**src/rtl/pong_collision.sv**
```systemverilog
`default_nettype none
// ============================================================================
//  Module   : pong_collision
//  Purpose  : Collision and miss referee for the Pong datapath. Once per
//             frame it checks the ball against both paddles and the
//             top/bottom walls. It emits single-cycle bounce pulses, using a
//             lockout so that each contact reverses the ball exactly once.
//             It also detects misses, holds play for HOLD_FRAMES frames and
//             then requests a re-serve.
//  Ports    : clk, reset (sync, active-high), frame_tick (frame strobe),
//             ball_x/ball_y (ball top-left), lpad_y/rpad_y (paddle tops),
//             touching_paddle/touching_wall (bounce pulses),
//             miss_left/miss_right (miss pulses), serve (re-serve pulse),
//             in_play, score_l/score_r, game_over
//  Options  : define SCORE_EN to enable the score counters and end-of-game
//             detection. Without it, scores and game_over are tied to 0.
//  Revision : 1.0 - initial release
// ============================================================================
module pong_collision #(
   parameter int X_W         = 10,
   parameter int Y_W         = 10,
   parameter int SCREEN_W    = 640,
   parameter int SCREEN_H    = 480,
   parameter int BALL_SIZE   = 10,
   parameter int PADDLE_W    = 10,
   parameter int PADDLE_H    = 80,
   parameter int LPAD_X      = 20,
   parameter int RPAD_X      = 610,
   parameter int WALL_MARGIN = 10,
   parameter int HOLD_FRAMES = 60,
   parameter int SCORE_W     = 4,
   parameter int WIN_SCORE   = 9
) (
   input  logic               clk,
   input  logic               reset,
   input  logic               frame_tick,
   input  logic [X_W-1:0]     ball_x,
   input  logic [Y_W-1:0]     ball_y,
   input  logic [Y_W-1:0]     lpad_y,
   input  logic [Y_W-1:0]     rpad_y,
   output logic               touching_paddle,
   output logic               touching_wall,
   output logic               miss_left,
   output logic               miss_right,
   output logic               serve,
   output logic               in_play,
   output logic [SCORE_W-1:0] score_l,
   output logic [SCORE_W-1:0] score_r,
   output logic               game_over
);

   // One spare bit so that coordinate + size never wraps.
   localparam int c_GW     = ((X_W > Y_W) ? X_W : Y_W) + 1;
   localparam int c_HOLD_W = (HOLD_FRAMES < 2) ? 1 : $clog2(HOLD_FRAMES + 1);

   localparam logic [c_HOLD_W-1:0] c_HOLD_LOAD = c_HOLD_W'(HOLD_FRAMES);
   localparam logic [c_HOLD_W-1:0] c_HOLD_ONE  = c_HOLD_W'(1);
   localparam logic [SCORE_W-1:0]  c_SCORE_MAX = '1;

   localparam logic [c_GW-1:0] c_LPAD_L   = c_GW'(LPAD_X);
   localparam logic [c_GW-1:0] c_LPAD_R   = c_GW'(LPAD_X + PADDLE_W);
   localparam logic [c_GW-1:0] c_RPAD_L   = c_GW'(RPAD_X);
   localparam logic [c_GW-1:0] c_RPAD_R   = c_GW'(RPAD_X + PADDLE_W);
   localparam logic [c_GW-1:0] c_SCREEN_W = c_GW'(SCREEN_W);
   localparam logic [c_GW-1:0] c_SCREEN_H = c_GW'(SCREEN_H);
   localparam logic [c_GW-1:0] c_WALL_TOP = c_GW'(WALL_MARGIN);
   localparam logic [c_GW-1:0] c_WALL_BOT = c_GW'(SCREEN_H - WALL_MARGIN);
   localparam logic [c_GW-1:0] c_BALL     = c_GW'(BALL_SIZE);
   localparam logic [c_GW-1:0] c_PAD_H    = c_GW'(PADDLE_H);

`ifdef SCORE_EN
   localparam bit c_SCORE_ON = 1'b1;
`else
   localparam bit c_SCORE_ON = 1'b0;
`endif

   typedef enum logic [2:0] {
      S_IDLE  = 3'd0,
      S_SERVE = 3'd1,
      S_PLAY  = 3'd2,
      S_HOLD  = 3'd3,
      S_OVER  = 3'd4
   } state_t;

   state_t               r_state, w_state_next;
   logic [c_HOLD_W-1:0]  r_hold, w_hold_next;
   logic                 r_paddle_lock, w_paddle_lock_next;
   logic                 r_wall_lock, w_wall_lock_next;
   logic                 r_tp, w_tp_next;
   logic                 r_tw, w_tw_next;
   logic                 r_ml, w_ml_next;
   logic                 r_mr, w_mr_next;
   logic [SCORE_W-1:0]   r_score_l, w_score_l_next;
   logic [SCORE_W-1:0]   r_score_r, w_score_r_next;
   logic                 r_game_over, w_game_over_next;

   // ---------------------------------------------------------------- geometry
   logic [c_GW-1:0] w_bx, w_by, w_ly, w_ry;
   logic [c_GW-1:0] w_bx_end, w_by_end, w_ly_end, w_ry_end;
   logic            w_lhit, w_rhit, w_pad, w_wall, w_offl, w_offr;
   logic            w_miss_l, w_miss_r;

   assign w_bx     = c_GW'(ball_x);
   assign w_by     = c_GW'(ball_y);
   assign w_ly     = c_GW'(lpad_y);
   assign w_ry     = c_GW'(rpad_y);
   assign w_bx_end = w_bx + c_BALL;
   assign w_by_end = w_by + c_BALL;
   assign w_ly_end = w_ly + c_PAD_H;
   assign w_ry_end = w_ry + c_PAD_H;

   assign w_lhit = (w_bx <= c_LPAD_R) && (w_bx_end >= c_LPAD_L) &&
                   (w_by_end >= w_ly) && (w_by <= w_ly_end);
   assign w_rhit = (w_bx <= c_RPAD_R) && (w_bx_end >= c_RPAD_L) &&
                   (w_by_end >= w_ry) && (w_by <= w_ry_end);
   assign w_pad  = w_lhit || w_rhit;

   // A ball that moved up past row 0 wraps to a large y, hence the last term.
   assign w_wall = (w_by <= c_WALL_TOP) || (w_by_end >= c_WALL_BOT) ||
                   (w_by >= c_SCREEN_H);

   // Likewise an x underflow past 0 shows up as x >= SCREEN_W: off-left.
   assign w_offl = (w_bx_end < c_LPAD_L) || (w_bx >= c_SCREEN_W);
   assign w_offr = (w_bx > c_RPAD_R) && (w_bx < c_SCREEN_W);

   // Any paddle overlap beats a miss.
   assign w_miss_l = w_offl && !w_lhit;
   assign w_miss_r = w_offr && !w_rhit;

   // ------------------------------------------------------- next-state logic
   always_comb begin
      w_state_next       = r_state;
      w_hold_next        = r_hold;
      w_paddle_lock_next = r_paddle_lock;
      w_wall_lock_next   = r_wall_lock;
      w_tp_next          = 1'b0;
      w_tw_next          = 1'b0;
      w_ml_next          = 1'b0;
      w_mr_next          = 1'b0;
      w_score_l_next     = r_score_l;
      w_score_r_next     = r_score_r;
      w_game_over_next   = r_game_over;

      case (r_state)
         S_IDLE: begin
            if (frame_tick) w_state_next = S_SERVE;
         end
         S_SERVE: begin
            w_paddle_lock_next = 1'b0;
            w_wall_lock_next   = 1'b0;
            w_state_next       = S_PLAY;
         end
         S_PLAY: begin
            if (frame_tick) begin
               if (w_miss_l || w_miss_r) begin
                  // Bounce pulses are suppressed on the tick that scores.
                  w_ml_next    = w_miss_l;
                  w_mr_next    = w_miss_r;
                  w_hold_next  = c_HOLD_LOAD;
                  w_state_next = S_HOLD;
                  if (c_SCORE_ON) begin
                     if (w_miss_l && (r_score_r != c_SCORE_MAX))
                        w_score_r_next = r_score_r + 1'b1;
                     if (w_miss_r && (r_score_l != c_SCORE_MAX))
                        w_score_l_next = r_score_l + 1'b1;
                     w_game_over_next = r_game_over ||
                                        (int'(w_score_l_next) >= WIN_SCORE) ||
                                        (int'(w_score_r_next) >= WIN_SCORE);
                  end
               end else begin
                  // A lock stays set while contact persists and clears on
                  // the first tick without contact.
                  w_tp_next          = w_pad && !r_paddle_lock;
                  w_paddle_lock_next = w_pad;
                  w_tw_next          = w_wall && !r_wall_lock;
                  w_wall_lock_next   = w_wall;
               end
            end
         end
         S_HOLD: begin
            if (frame_tick) begin
               // The tick that takes the counter to zero ends the hold.
               if (r_hold <= c_HOLD_ONE) begin
                  w_hold_next  = '0;
                  w_state_next = r_game_over ? S_OVER : S_SERVE;
               end else begin
                  w_hold_next = r_hold - 1'b1;
               end
            end
         end
         S_OVER: begin
            w_state_next = S_OVER;
         end
         default: begin
            w_state_next = S_IDLE;
         end
      endcase
   end

   // ------------------------------------------------------------- registers
   always_ff @(posedge clk) begin
      if (reset) begin
         r_state       <= S_IDLE;
         r_hold        <= '0;
         r_paddle_lock <= 1'b0;
         r_wall_lock   <= 1'b0;
         r_tp          <= 1'b0;
         r_tw          <= 1'b0;
         r_ml          <= 1'b0;
         r_mr          <= 1'b0;
         r_score_l     <= '0;
         r_score_r     <= '0;
         r_game_over   <= 1'b0;
      end else begin
         r_state       <= w_state_next;
         r_hold        <= w_hold_next;
         r_paddle_lock <= w_paddle_lock_next;
         r_wall_lock   <= w_wall_lock_next;
         r_tp          <= w_tp_next;
         r_tw          <= w_tw_next;
         r_ml          <= w_ml_next;
         r_mr          <= w_mr_next;
         r_score_l     <= w_score_l_next;
         r_score_r     <= w_score_r_next;
         r_game_over   <= w_game_over_next;
      end
   end

   assign touching_paddle = r_tp;
   assign touching_wall   = r_tw;
   assign miss_left       = r_ml;
   assign miss_right      = r_mr;
   assign serve           = (r_state == S_SERVE);
   assign in_play         = (r_state == S_PLAY);
   assign score_l         = r_score_l;
   assign score_r         = r_score_r;
   assign game_over       = r_game_over;

endmodule
`default_nettype wire

```
**config.mk**
```make
export PLATFORM = sky130hd
export DESIGN_NAME = pong_collision
export DESIGN_NICKNAME = d
export VERILOG_FILES = /design/src/rtl/pong_collision.sv
export SDC_FILE = /design/constraint.sdc
export NUM_CORES = 1
export LEC_CHECK = 0
export ABC_AREA = 1
export CAP_MARGIN = 0
export CORE_MARGIN = 2
export CORE_UTILIZATION = 35
export CTS_CLUSTER_SIZE = 40
export DETAILED_ROUTE_END_ITERATION = 7
export GPL_TIMING_DRIVEN = 0
export SLEW_MARGIN = 10
export SYNTH_ARGS = -nofsm -noshare
export SYNTH_HDL_FRONTEND = slang
export SYNTH_SLANG_ARGS = --single-unit
```
**constraint.sdc**
```tcl
create_clock -name clk -period 7.75 [get_ports clk]
set_input_delay 1.1625 -clock clk [delete_from_list [all_inputs] [get_ports clk]]
set_output_delay 1.1625 -clock clk [all_outputs]
set_load 0.03 [all_outputs]
```
==> flow_metrics.py <==
metrics = {
    "placed_design": {
        "pre_cts_ws_ns": 3.24,
        "placed_area_sq_um": 3370,
        "numPortBuffers": 48,
        "dp_hpwl_mm": 5.64,
        "gp_congestion": 0.861,
    },
    "route": {
        "first_pass_iters": 4,
        "route.detailed.drc": 0,
        "drt_iter0_markers": 104,
        "via_count": 2806,
        "viasPerCell": 4.69,
        "routed_wl_mm": 6.46,
        "wl_per_cell_um": 10.8,
        "ant_nets": 0,
    },
    "job": {
        "drv_cap": 0,
    },
    "logic_synthesis": {
        "netlist_area_sq_um": 2730,
        "postSynthCellCount": 436,
        "avgSynthCellArea_sq_um": 6.26,
        "synth_edf_count": 0,
        "seq_area_frac_synth_pct": 11.0,
        "synthArstFlopShare_pct": 0,
        "yosysUniqueCellTypes": 38,
        "synth.top_cell.area_share_pct": 22.5,
        "ys_ff_latch": 15,
        "ys_warn_count": 0,
        "synth_flop_cell": "dfxtp_1",
        "synth_area_leader_cell": "ha_1",
        "synth_area_leaders": "ha_1 22%, nand2_1 13%, dfxtp_1 11%",
    },
    "cts": {
        "root_buffer": "clkbuf_8",
        "hold_buffers": 0,
        "tritoncts": "done",
        "cts_sinks": 15,
        "cts_max_path_buffers": 2,
        "cts_resized": 0,
        "cts.clk_slew.worst_paths_ns": 0.06,
        "postCtsSetupRepairBufs": 0,
        "insertion_delay_ns": 0.24,
        "cts_htree_levels": 1,
        "cts_buffers": 3,
    },
    "setup_path": {
        "critical_path.top_delay_family": "simple AND/OR/NAND/NOR gates",
        "startpoint_type": "primary input",
        "cp-end-kind": "flip-flop",
        "crit_type": "in -> reg",
        "cp_data_arrival_time_ns": 4.38,
        "r2r_slack_ns": 6.04,
        "timing.rr.end": "r_state[1]",
        "path_buf_inv": 5,
        "crit_required_ns": 7.89,
        "ff2ff_path_depth": 9,
        "worstPathMaxFanout": 8,
        "path_depth": 22,
        "path_common_cell": "inv_1",
        "cpMaxStageDelayCell": "clkdlybuf4s50_1",
        "path_cells": "clkdlybuf4s50_1 -> ha_1 -> or2_2 -> nand2_1 -> inv_1 -> or2_2 -> nand2_1 -> inv_1 -> ha_1 -> nand2_1 -> inv_1 -> nand3_1 -> nor3_1 -> nand4_1 -> nand3_1 -> nand3_2 -> nand2_4 -> nand2_4 -> nand2_4 -> nand2_8 -> o21ai_0 -> inv_1",
        "r2r-start": "r_hold[0]",
        "cpPeakStageDelay_ns": 0.53,
    },
    "power_and_ir_drop": {
        "p_per_area_nw_per_um2": 107,
        "power_leakage_nw": 1.80,
        "ir_drop_uv": 64.3,
        "p_total_uw": 365,
    },
    "floorplan": {
        "die_h_um": 92.3,
        "initial_core_util_pct": 35.7,
        "io_pins": 58,
        "core_sq_um": 7650,
        "placement_rows": 32,
        "die_w_um": 92.3,
        "dieArea_sq_um": 8520,
    },
    "sta": {
        "period_share_pct": 54.6,
        "rsz0062_at_grt": "no",
        "hold_viol": 0,
        "skew_ns": 0.00146,
        "setup_viol": 0,
        "final.setup.tns_ns": 0,
        "fin_crit_ns": 4.24,
        "slew_viol_final": 0,
        "fin_ws_ns": 3.51,
        "fmax_mhz": 236,
    },
    "status": {
        "status": "completed",
    },
    "grt": {
        "grt_pass1_vias": 2545,
        "grt_pass1_wl_mm": 10.9,
        "antenna_found_initial": 0,
        "grtUsageMet2_pct": 26.5,
        "busiest_layer": "met2",
        "grt_use_total_pct": 15.2,
        "gr-total-overflow": 0,
        "grtUsageMet1_pct": 20.1,
        "grt_max_degree": 9,
        "grt_use_met3_pct": 2.20,
    },
    "final_layout": {
        "antennaDiodeCount": 0,
        "final_nets": 589,
        "final_layout_size_suffix_gt1_share_pct": 7.46,
        "final_design_area_no_fill_sq_um": 3410,
        "regArea_sq_um": 300,
        "num-fill-cells": 809,
        "multiInputGateArea_sq_um": 2080,
        "syn_to_final_growth_pct": 25.0,
    },
    "worst_hold_path": {
        "min_from": "r_wall_lock",
        "min_to": "touching_wall",
        "hp-class": "reg -> reg",
        "hold_depth": 1,
    },
}
## metrics by stage
stage | hold WS [ns] | utilization, % | std cells
finish | 0.437 | 44.6 | 598
global route | 0.466 | 44.6 | 598
CTS | 0.443 | 44.6 | 598
detailed placement | 0.434 | 44.0 | 594
global placement | 0.431 | 44.0 | 594
floorplan | 0.399 | - | 444
## cells in the mapped netlist, types with 5 or more instances
library cell	number
nor2_1	37
a21oi_1	26
xor2_1	11
buf_4	9
ha_1	49
o21ai_0	17
nand4_1	14
inv_1	80
nor3_1	5
dfxtp_1	15
nor2_2	5
nor4_1	5
nand3_1	26
nand2_1	98
## routing by layer
layer | vias up | wire length [um]
li1 | 1527 | -
met2 | 56 | 2950
met1 | 1219 | 3160
met4 | 0 | 47
met3 | 4 | 298
met5 | - | 0
## logic make-up after synthesis
family	Yosys count	synth area share (%)
buffers and inverters	91	13.8
AO/OA/AOI/OAI	56	11.5
flip-flops	15	11.0
other	1	0.137
adder cells (fa/ha/maj)	49	22.5
AND/OR/NAND/NOR	211	37.0
XOR/XNOR	13	4.17
## layout by cell type, fill, tap and decap left out, types with 11 or more instances in the layout
| master | netlist | final |
|---|---|---|
| nor2_1 | 37 | 37 |
| xor2_1 | 11 | 11 |
| o21ai_0 | 17 | 17 |
| dfxtp_1 | 15 | 15 |
| a21oi_1 | 26 | 26 |
| clkdlybuf4s50_1 | 0 | 48 |
| nand3_1 | 26 | 26 |
| nand2_1 | 98 | 98 |
| inv_1 | 80 | 80 |
| nand4_1 | 14 | 14 |
| ha_1 | 49 | 49 |
## flip-flops by register name, summed over array words and instances, names as in the netlist
| signal | flops |
|---|---|
| r_state | 3 |
| touching_paddle | 1 |
| touching_wall | 1 |
| r_wall_lock | 1 |
| miss_left | 1 |
| r_hold | 6 |
| r_paddle_lock | 1 |
| miss_right | 1 |
## power by group
group / internal (mW) / switching (mW) / total, mW
Clock: 0.0364 / 0.0269 / 0.0633
Sequential: 0.0852 / 0.00650 / 0.0917
Combinational: 0.0875 / 0.123 / 0.210
Total: 0.209 / 0.156 / 0.365
## worst max path at each step
stage	slack (ns)	endpoint	startpoint
2_1_floorplan	4.20	r_hold[4]	ball_y[1]
3_3_place_gp	3.26	r_hold[5]	ball_y[1]
3_5_place_dp	3.24	r_hold[5]	ball_y[1]
4_1_cts	3.51	r_hold[5]	ball_y[1]
5_1_grt	3.23	r_hold[4]	ball_y[1]
6_report	3.51	r_hold[5]	ball_y[1]
## area by class of cell
| class | instances | area share (%) |
|---|---|---|
| buffer | 9 | 1.98 |
| sequential | 15 | 8.80 |
| tap | 102 | 3.74 |
| timing repair buffer | 48 | 14.1 |
| clock buffer | 4 | 1.32 |
| inverter | 82 | 9.02 |
| multi-input combinational | 338 | 61.1 |
## worst reg2reg max path, stage by stage (launching register included)
cell and delay [ns]:
dfxtp_1 0.35, inv_1 0.09, ha_1 0.20, nor2_1 0.05
nor4_1 0.24, nand2_1 0.20, nand2_1 0.22, o2111ai_1 0.14
nand2_1 0.08, inv_1 0.03
Note: power is estimated with default switching activity, not from simulation.
